[src/rtl/ps2_arrow_parser.sv]
`default_nettype none
// +--------------------------------------------------------------------------+
// | Module   : ps2_arrow_parser                                              |
// | Function : Decodes the PS/2 byte stream into held-state levels and       |
// |            make/break pulses for the four arrow keys. Handles the 0xE0   |
// |            extended prefix, 0xF0 break prefix, keyboard overrun bytes    |
// |            (0x00 / 0xFF) and abandons stale prefixes after a timeout.    |
// | Options  : PS2_TYPEMATIC_FILTER_EN - when defined, a make for a key that |
// |            is already held is swallowed (no autorepeat press pulses).    |
// | Revision : 1.0 - initial release                                         |
// +--------------------------------------------------------------------------+
module ps2_arrow_parser #(
    parameter int TIMEOUT_CYCLES = 1000000
) (
    input  logic       clock,
    input  logic       reset,
    input  logic [7:0] received_data,
    input  logic       received_data_en,
    output logic       key_up,
    output logic       key_down,
    output logic       key_left,
    output logic       key_right,
    output logic       press_valid,
    output logic       release_valid,
    output logic [1:0] event_dir,
    output logic       sync_error
);

    // Counter is wide enough to hold TIMEOUT_CYCLES-1; a degenerate
    // TIMEOUT_CYCLES of 1 still gets a one-bit counter.
    localparam int c_CNT_W = (TIMEOUT_CYCLES > 1) ? $clog2(TIMEOUT_CYCLES) : 1;
    localparam logic [c_CNT_W-1:0] c_TERMINAL = c_CNT_W'(TIMEOUT_CYCLES - 1);

    localparam logic [7:0] c_BYTE_EXT     = 8'hE0;
    localparam logic [7:0] c_BYTE_BRK     = 8'hF0;
    localparam logic [7:0] c_BYTE_OVR_LO  = 8'h00;
    localparam logic [7:0] c_BYTE_OVR_HI  = 8'hFF;
    localparam logic [7:0] c_CODE_UP      = 8'h75;
    localparam logic [7:0] c_CODE_DOWN    = 8'h72;
    localparam logic [7:0] c_CODE_LEFT    = 8'h6B;
    localparam logic [7:0] c_CODE_RIGHT   = 8'h74;

    localparam logic [1:0] c_DIR_UP    = 2'd0;
    localparam logic [1:0] c_DIR_DOWN  = 2'd1;
    localparam logic [1:0] c_DIR_LEFT  = 2'd2;
    localparam logic [1:0] c_DIR_RIGHT = 2'd3;

    typedef enum logic [1:0] {
        ST_IDLE    = 2'd0,
        ST_EXT     = 2'd1,
        ST_BRK     = 2'd2,
        ST_EXT_BRK = 2'd3
    } state_t;

    state_t               r_state;
    logic [c_CNT_W-1:0]   r_cnt;
    logic [3:0]           r_held;
    logic                 r_press;
    logic                 r_release;
    logic [1:0]           r_event_dir;
    logic                 r_sync_err;

    logic                 w_is_arrow;
    logic [1:0]           w_arrow_dir;
    logic                 w_overrun;
    logic                 w_make_ok;
    logic                 w_in_make_state;
    logic                 w_in_brk_state;
    logic                 w_do_make;
    logic                 w_do_release;
    logic                 w_timeout;

    // Classify the incoming byte as one of the four arrow codes.
    always_comb begin
        w_is_arrow  = 1'b1;
        w_arrow_dir = c_DIR_UP;
        case (received_data)
            c_CODE_UP:    w_arrow_dir = c_DIR_UP;
            c_CODE_DOWN:  w_arrow_dir = c_DIR_DOWN;
            c_CODE_LEFT:  w_arrow_dir = c_DIR_LEFT;
            c_CODE_RIGHT: w_arrow_dir = c_DIR_RIGHT;
            default:      w_is_arrow  = 1'b0;
        endcase
    end

    assign w_overrun = (received_data == c_BYTE_OVR_LO) ||
                       (received_data == c_BYTE_OVR_HI);

`ifdef PS2_TYPEMATIC_FILTER_EN
    // Autorepeat of a key already down is not a new press.
    assign w_make_ok = ~r_held[w_arrow_dir];
`else
    assign w_make_ok = 1'b1;
`endif

    assign w_in_make_state = (r_state == ST_IDLE) || (r_state == ST_EXT);
    assign w_in_brk_state  = (r_state == ST_BRK)  || (r_state == ST_EXT_BRK);

    // Overrun bytes outrank everything, including an arrow-looking byte in
    // a break state (0x00/0xFF are never arrow codes anyway).
    assign w_do_make    = received_data_en && !w_overrun && w_is_arrow &&
                          w_in_make_state && w_make_ok;
    assign w_do_release = received_data_en && !w_overrun && w_is_arrow &&
                          w_in_brk_state;

    // A strobe on the terminal-count cycle wins: the byte is processed.
    assign w_timeout = !received_data_en && (r_state != ST_IDLE) &&
                       (r_cnt == c_TERMINAL);

    // Prefix-abandon counter: runs only while a prefix is pending, saturates
    // at the terminal count by clearing there, so it never wraps.
    always_ff @(posedge clock) begin
        if (reset) begin
            r_cnt <= '0;
        end else if (received_data_en || (r_state == ST_IDLE) || w_timeout) begin
            r_cnt <= '0;
        end else begin
            r_cnt <= r_cnt + c_CNT_W'(1);
        end
    end

    // Prefix-tracking FSM with registered event pulses and held-key levels.
    always_ff @(posedge clock) begin
        if (reset) begin
            r_state     <= ST_IDLE;
            r_held      <= 4'b0000;
            r_press     <= 1'b0;
            r_release   <= 1'b0;
            r_event_dir <= c_DIR_UP;
            r_sync_err  <= 1'b0;
        end else begin
            r_press    <= 1'b0;
            r_release  <= 1'b0;
            r_sync_err <= 1'b0;

            if (w_do_make) begin
                r_held[w_arrow_dir] <= 1'b1;
                r_event_dir         <= w_arrow_dir;
                r_press             <= 1'b1;
            end

            if (w_do_release) begin
                r_held[w_arrow_dir] <= 1'b0;
                r_event_dir         <= w_arrow_dir;
                r_release           <= 1'b1;
            end

            if (received_data_en) begin
                if (w_overrun) begin
                    // Keyboard lost bytes: nothing we believe is held can be
                    // trusted any more.
                    r_held     <= 4'b0000;
                    r_state    <= ST_IDLE;
                    r_sync_err <= 1'b1;
                end else begin
                    case (r_state)
                        ST_IDLE: begin
                            if (received_data == c_BYTE_EXT) begin
                                r_state <= ST_EXT;
                            end else if (received_data == c_BYTE_BRK) begin
                                r_state <= ST_BRK;
                            end else begin
                                r_state <= ST_IDLE;
                            end
                        end
                        ST_EXT: begin
                            if (received_data == c_BYTE_BRK) begin
                                r_state <= ST_EXT_BRK;
                            end else if (received_data == c_BYTE_EXT) begin
                                r_state <= ST_EXT;
                            end else begin
                                r_state <= ST_IDLE;
                            end
                        end
                        ST_BRK, ST_EXT_BRK: begin
                            r_state <= ST_IDLE;
                        end
                        default: begin
                            r_state <= ST_IDLE;
                        end
                    endcase
                end
            end else if (w_timeout) begin
                // Stale prefix: drop it but keep the held keys as they are.
                r_state    <= ST_IDLE;
                r_sync_err <= 1'b1;
            end
        end
    end

    assign key_up        = r_held[c_DIR_UP];
    assign key_down      = r_held[c_DIR_DOWN];
    assign key_left      = r_held[c_DIR_LEFT];
    assign key_right     = r_held[c_DIR_RIGHT];
    assign press_valid   = r_press;
    assign release_valid = r_release;
    assign event_dir     = r_event_dir;
    assign sync_error    = r_sync_err;

endmodule
`default_nettype wire

[config.mk]
export PLATFORM = sky130hd
export DESIGN_NAME = ps2_arrow_parser
export DESIGN_NICKNAME = d
export VERILOG_FILES = /design/src/rtl/ps2_arrow_parser.sv
export SDC_FILE = /design/constraint.sdc
export NUM_CORES = 1
export LEC_CHECK = 0
export ABC_AREA = 1
export ABC_CLOCK_PERIOD_IN_PS = 1600
export BUFFER_PORTS_ARGS = -buffer_cell sky130_fd_sc_hd__buf_2
export CORE_MARGIN = 1.5
export CORE_UTILIZATION = 40
export DETAILED_ROUTE_END_ITERATION = 8
export MAX_ROUTING_LAYER = met4
export PLACE_DENSITY_LB_ADDON = 0.1
export SYNTH_ARGS = -nofsm -noshare
export SYNTH_HDL_FRONTEND = slang
export SYNTH_SLANG_ARGS = --single-unit
[constraint.sdc]
create_clock -name clock -period 1.6 [get_ports clock]
set_input_delay 0.32 -clock clock [delete_from_list [all_inputs] [get_ports clock]]
set_output_delay 0.32 -clock clock [all_outputs]
set_load 0.02 [all_outputs]
# Word level (Yosys, flattened, before mapping)
# Cells that the tools add are included.
# totals
inputBits	11
reg_bits	31
output_inout_bits	9
# op_classes
reduce_logical	22
n_mux	24
eq_ne	11
magnitude_cmp	2
add_sub_neg	1
bitwise	3
# ops
cell	count
8-bit by 7-bit equality test with 1-bit output (second input constant)	4
8-bit equality test (second input constant)	3
20-bit by 1-bit adder with 20-bit output (second input constant)	1
20-bit equality test (second input constant)	1
4-bit two-way mux	5
2-bit two-way mux	8
2-bit case mux with 3 select lines	2
8-bit zero test	1
1-bit two-way mux	8
1-bit logical AND	7
2-bit nonzero test	3
1-bit logical OR	5
4-bit bitwise AND	1
2-bit equality test (second input constant)	2
4-bit NOT	1
4-bit bitwise OR	1
2-bit OR reduction	2
4-bit OR reduction	1
2-bit by 3-bit less-than comparator with 1-bit output (second input constant)	1
1-bit demux with 2-bit select	1
2-bit by 1-bit equality test with 1-bit output (second input constant)	1
2-bit by 1-bit >= comparator with 1-bit output (second input constant)	1
1-bit zero test	2
2-bit zero test	1

# Depth between registers and ports, before layout
# Gate-level depths: netlist (run 1).
# depth
ltp_word	13
ltp_mapped	10

# Worst setup path before layout (run 1)
# OpenSTA, ideal clock, no wires.
# synth_path
path_type	flip-flop to flip-flop
start	register r_cnt[0]
end	register r_cnt[11]
slack_ns	0.194
path_stages_with_launch	8
arrival_time_ns	1.291
path_buffers	1
required_time_ns	1.485
path_cell_list	dfxtp_1 ha_1 nand3_2 nor3_2 nand3_1 nand3b_1 buf_4 nor2_1
# synth_between
elab_chain_len	4
elab_cells_between_ends	5
classes_between	add/sub: 1; eq/ne: 1; reduce/logical: 3
# synth_lines
item	line_no	rtl
start: declaration	56	logic [c_CNT_W-1:0] r_cnt;
start signal: assignment	118	r_cnt <= r_cnt + c_CNT_W'(1);
branches (longest 4 deep; another with 20-bit by 1-bit adder with 20-bit output)	n/a	
# Several ways; the timed one is not identified.
# A chain may end at the register's enable or synchronous reset.

# Worst setup path in the final report (run 1)
# layout_path
start	register r_cnt[1]
end	register r_cnt[11]
# Same word-level chain as after synthesis.

==> impl_metrics.tcl, run 1 <==
set metrics [dict create \
    core_um2 4060 \
    dr.pass1.iters 4 \
    numPortBuffers 19 \
    synthesis.nets 265 \
    rrSetupSlack_ns 0.15 \
    rsz0062_at_grt "no" \
    antenna_cells 0 \
    cp_top_family "simple AND/OR/NAND/NOR gates" \
    wl_per_cell_um 11.1 \
    ioPinCount 20 \
    slowest_delay_ns 0.37 \
    relSlewSlack_pct 77.1 \
    dpl-instance-area_um2 1900 \
    syn_area_um2 1720 \
    wl_met1_um 1680 \
    vias_per_cell 4.80 \
    criticalPathCategory "register to register" \
    grt_max_degree 13 \
    status "complete, no violations" \
    rr_worst_depth 7 \
    dr_wl_met3_um 88 \
    ys.flop_type "dfxtp_1" \
    ys_warn_count 0 \
    postCtsHoldBufs 0 \
    synth_largest_area_cell "dfxtp_1" \
    finalInstanceArea_um2 1980 \
    gp_congestion 0.792 \
    ir_drop_v 0.000402 \
    cts_buffer_depth 2 \
    dp_hpwl_um 2850 \
    tightest_slew_ns 0.340 \
    post_synth_inst_count 253 \
    synth_cell_types 24 \
    r2r_start "r_cnt[1]" \
    startpoint_type "register" \
    area_growth_pct 15.3 \
    p_leak_nw 0.776 \
    ctsHtreeMaxLevel 2 \
    cts_buffers 5 \
    synth.most_common_cell "nand2_1" \
    cts_resized 0 \
    yosysSeqAreaShare_pct 36.1 \
    synth-seq-cells 31 \
    synthTopCellsByArea "dfxtp_1, nand2_1, nor2_1" \
    wl_met2_um 1850 \
    tritoncts "yes" \
    antenna_found_initial 0 \
    grt_overflow 0 \
    synthTopCellsByCount "nand2_1, nor2_1, inv_1, dfxtp_1, nand3_1" \
    hold_viol_final 0 \
    synth_edf_count 0 \
    p_per_area_nw_per_um2 736 \
    clk_pin_slew_ns 0.06 \
    dieHeight_um 68.6 \
    slew_violations 0 \
    netlist.area_leader.share_pct 36.1 \
    grt_pass1_vias 1494 \
    num_rows 23 \
    endpoint "r_cnt[11]" \
    clock.fmax_mhz 687 \
    finalCriticalPeriod_ns 1.45 \
    drive_gt1_share_pct 19.2 \
    worstPathRequired_ns 1.77 \
    critPathArrivalTime_ns 1.63 \
    initial_core_util_pct 42.4 \
    syn_avg_cell_area_um2 6.80 \
    drt.antenna.violating_nets 0 \
    timing.final.crit_share_pct 90.9 \
    cp.depth 7 \
    critPathSlowestCell "dfxtp_1" \
    cts_sinks 31 \
    drv_cap 0 \
    setup.worst_path.end_class "register" \
    drcViolationCount 0 \
    drtIter0Drc 60 \
    die_w_um 68.6 \
    hold_class "input port to register" \
    die_area_um2 4700 \
    cp_max_fo 12 \
    clock-root-buffer "clkbuf_8" \
    clkLatencyLatePin_ns 0.28 \
    track_usage_pct 18.9 \
    tns_ns 0 \
    dr_total_vias 1590 \
    fin_nets 293 \
    clock_skew_ns 0.00364 \
    setup_viol 0 \
    crit_start "r_cnt[1]" \
    cp_num_buf_inv 1 \
    drt_wl_total_um 3670 \
    grt_pass1_wl_um 6400 \
    top_layer "met4" \
    crit_chain "ha_1, nand3_2, nor3_2, nand3_1, nand3b_1, buf_4, nor2_1" \
    r2r-end "r_cnt[11]" \
    post_cts_buffers 0 \
    async_reset_ff_share_pct 0 \
]
-- routing by layer --
layer	GRT usage (%)	vias up
li1	-	855
met1	21.1	710
met2	32.5	18
met3	5.03	7
met4	6.75	0
met5	-	-
-- sequential cells by signal (all words and copies together) (netlist names) --
name,cells
r_state,2
release_valid,1
r_held,4
press_valid,1
sync_error,1
r_cnt,20
event_dir,2
-- cell type report --
| type | instances | area [um2] |
|---|---|---|
| clock buffers | 6 | 82.6 |
| multi-input cells | 187 | 961 |
| flip-flops and latches | 31 | 621 |
| well taps | 50 | 62.6 |
| fillers | 440 | 2070 |
| inverters | 32 | 120 |
| repair buffers | 24 | 133 |
| clock inverters | 1 | 5.00 |
-- cell families after synthesis --
kind of cell             count (synthesis)  synth area share (%)
buffers and inverters                   35                  8.07
adder cells (fa/ha/maj)                  1                 0.727
AO/OA/AOI/OAI                           18                  5.89
AND/OR/NAND/NOR                        156                  43.1
flip-flops                              31                  36.1
XOR/XNOR                                12                  6.11
-- how the worst min path moves through the flow --
stage / startpoint / slack (ns) / cells after the start / to
4_1_cts: reset / 0.33 / 2 / r_state[0]
2_1_floorplan: r_cnt[19] / 0.44 / 2 / r_cnt[19]
3_3_place_gp: event_dir[1] / 0.45 / 2 / event_dir[1]
6_report: reset / 0.33 / 2 / r_state[0]
5_1_grt: reset / 0.34 / 2 / release_valid
3_5_place_dp: event_dir[1] / 0.45 / 2 / event_dir[1]
-- metrics by stage --
stage | utilization (%) | total power, mW | hold WS, ns | setup WS [ns] | cells
after floorplan | - | 0.827 | 0.439 | 0.194 | 253
after global placement | 46.7 | 0.854 | 0.453 | 0.152 | 324
after detailed placement | 46.7 | 0.854 | 0.452 | 0.161 | 324
after CTS | 48.9 | 1.48 | 0.328 | 0.146 | 331
after global routing | 48.9 | 1.52 | 0.341 | 0.0586 | 331
final | 48.9 | 1.46 | 0.330 | 0.145 | 331
-- report_power, final --
part | total (mW) | switching, mW | internal, mW
Combinational | 0.0642 | 0.0421 | 0.0221
Clock | 0.625 | 0.288 | 0.337
Sequential | 0.772 | 0.000274 | 0.772
Total | 1.46 | 0.330 | 1.13
-- cells in the final DEF, fill, tap and decap left out, drive strengths merged, types with 4 or more instances in the layout --
cell	netlist	routed
a21oi	13	13
buf	3	24
clkbuf	0	6
dfxtp	31	31
inv	32	32
nand2	60	60
nand3	21	21
nand4	8	8
nor2	54	54
nor3	9	9
o21ai	4	4
xor2	9	9
No activity file was read; power rests on OpenSTA's default activity.
==> inputs of run 2 (changes only) <==
- PLACE_DENSITY: not set -> 0.61
- PLACE_DENSITY_LB_ADDON: 0.1 -> not set
==> run 2 against run 1 <==
Effect of this change: total power increased by 11%; largest cell class unchanged; first-iteration DRC count up 8.3%; fmax increased by 2.1%; non-clock buffer count stayed put; routed wire length down 7.9%; sequential power about the same.
==> impl_metrics.tcl, run 2 (same netlist as run 1, synthesis figures left out) <==
set metrics [dict create \
    status "complete, no violations" \
    die_area_um2 4700 \
    vias_per_cell 4.67 \
    antenna_cells 0 \
    hold_class "input port to register" \
    numPortBuffers 19 \
    cp_max_fo 11 \
    antenna_found_initial 0 \
    clk_pin_slew_ns 0.06 \
    worstPathRequired_ns 1.77 \
    drv_cap 0 \
    hold_depth 2 \
    rr_worst_depth 7 \
    ioPinCount 20 \
    rsz0062_at_grt "no" \
    nFillCells 424 \
    drcViolationCount 0 \
    ctsHtreeMaxLevel 2 \
    finalCriticalPeriod_ns 1.42 \
    fin_cells 332 \
    relSlewSlack_pct 82.4 \
    num_rows 23 \
    clkLatencyLatePin_ns 0.28 \
    grt_pass1_wl_um 6150 \
    cts_resized 0 \
    p_per_area_nw_per_um2 804 \
    setup.worst_path.end_class "register" \
    tritoncts "yes" \
    cp.depth 7 \
    slew_violations 0 \
    grt_max_degree 12 \
    slowest_delay_ns 0.36 \
    cp_top_family "simple AND/OR/NAND/NOR gates" \
    ir_drop_v 0.000436 \
    initial_core_util_pct 42.4 \
    dieHeight_um 68.6 \
    postCtsHoldBufs 0 \
    clock.fmax_mhz 702 \
    drt.antenna.violating_nets 0 \
    area_growth_pct 17.1 \
    p_leak_nw 0.790 \
    tightest_slew_ns 0.264 \
    grt_overflow 0 \
    setup_viol 0 \
    numPlacedInstances 324 \
    dr_total_vias 1550 \
    cts_buffers 5 \
    criticalPathCategory "register to register" \
    largest_reg_flops 20 \
    final_cell_mix "nand2_1, nor2_1, inv_1" \
    final_common_cell "nand2_1" \
    clock_skew_ns 0.00548 \
    critPathSlowestCell "dfxtp_1" \
    critPathArrivalTime_ns 1.59 \
    grt_pass1_vias 1459 \
    startpoint_type "register" \
    fin_nets 293 \
    cts_buffer_depth 2 \
    largestRegisters "r_cnt: 20 flops, r_held: 4 flops" \
    cts_sinks 31 \
    timing.final.crit_share_pct 89.0 \
    tns_ns 0 \
    gp_congestion 0.811 \
    post_cts_buffers 0 \
    die_w_um 68.6 \
    cp_num_buf_inv 1 \
    crit_chain "ha_1, nand3_2, nor3_2, nand3_1, nand3b_1, buf_4, nor2_1" \
    drtIter0Drc 65 \
    dp_hpwl_um 2730 \
    hold_viol_final 0 \
    track_usage_pct 18.0 \
    drt_wl_total_um 3380 \
    whs_ns 0.318 \
    dr.pass1.iters 4 \
    drive_gt1_share_pct 19.5 \
    wl_per_cell_um 10.2 \
    largest-register "r_cnt" \
    core_um2 4060 \
    clock-root-buffer "clkbuf_8" \
]
[run 2: worst register-to-register path: cells and delay by family (launching register included)]
kind | cells | cell delay (ns)
simple gates | 5 | 0.59
buf+inv | 1 | 0.18
fa+ha+maj | 1 | 0.19
flops | 1 | 0.36
[run 2: power by group]
group | leakage [nW] | switching (mW) | internal (mW)
clock | 0.0612 | 0.281 | 0.503
sequential | 0.250 | 0.000290 | 0.772
combinational | 0.479 | 0.0408 | 0.0221
[run 2: area by class of cell]
class                           count  area, um2  area share (%)
Tap cell                           50       62.6            3.11
Sequential cell                    31        621            30.8
Timing Repair Buffer               24        133            6.58
Clock buffer                        6       82.6            4.10
Clock inverter                      2       35.0            1.74
Inverter                           32        120            5.96
Multi-Input combinational cell    187        961            47.7
[run 2: path summary, 6_finish.rpt]
path / from / endpoint / slack (ns)
worst min register to register: event_dir[0] / event_dir[0] / 0.46
worst max-delay path: r_cnt[1] / r_cnt[3] / 0.18
worst max register to register: r_cnt[1] / r_cnt[3] / 0.18
worst min-delay path: reset / r_state[0] / 0.32
[run 2: metal layers]
metal	global-route usage, %	up-vias	routed length [um]
met4	5.25	0	31
met3	5.19	4	114
met1	21.2	677	1640
li1	-	855	-
met2	29.8	14	1590
met5	-	-	0
[run 2: per-stage QoR]
step                      cell area [um2]  setup WS (ns)  power (mW)  util, %
after floorplan                      1720          0.194       0.827        -
after global placement               1900          0.169       0.854     46.7
after detailed placement             1900          0.164       0.854     46.7
after CTS                            2010          0.167        1.64     49.6
after global routing                 2010         0.0169        1.68     49.6
final                                2010          0.176        1.62     49.6
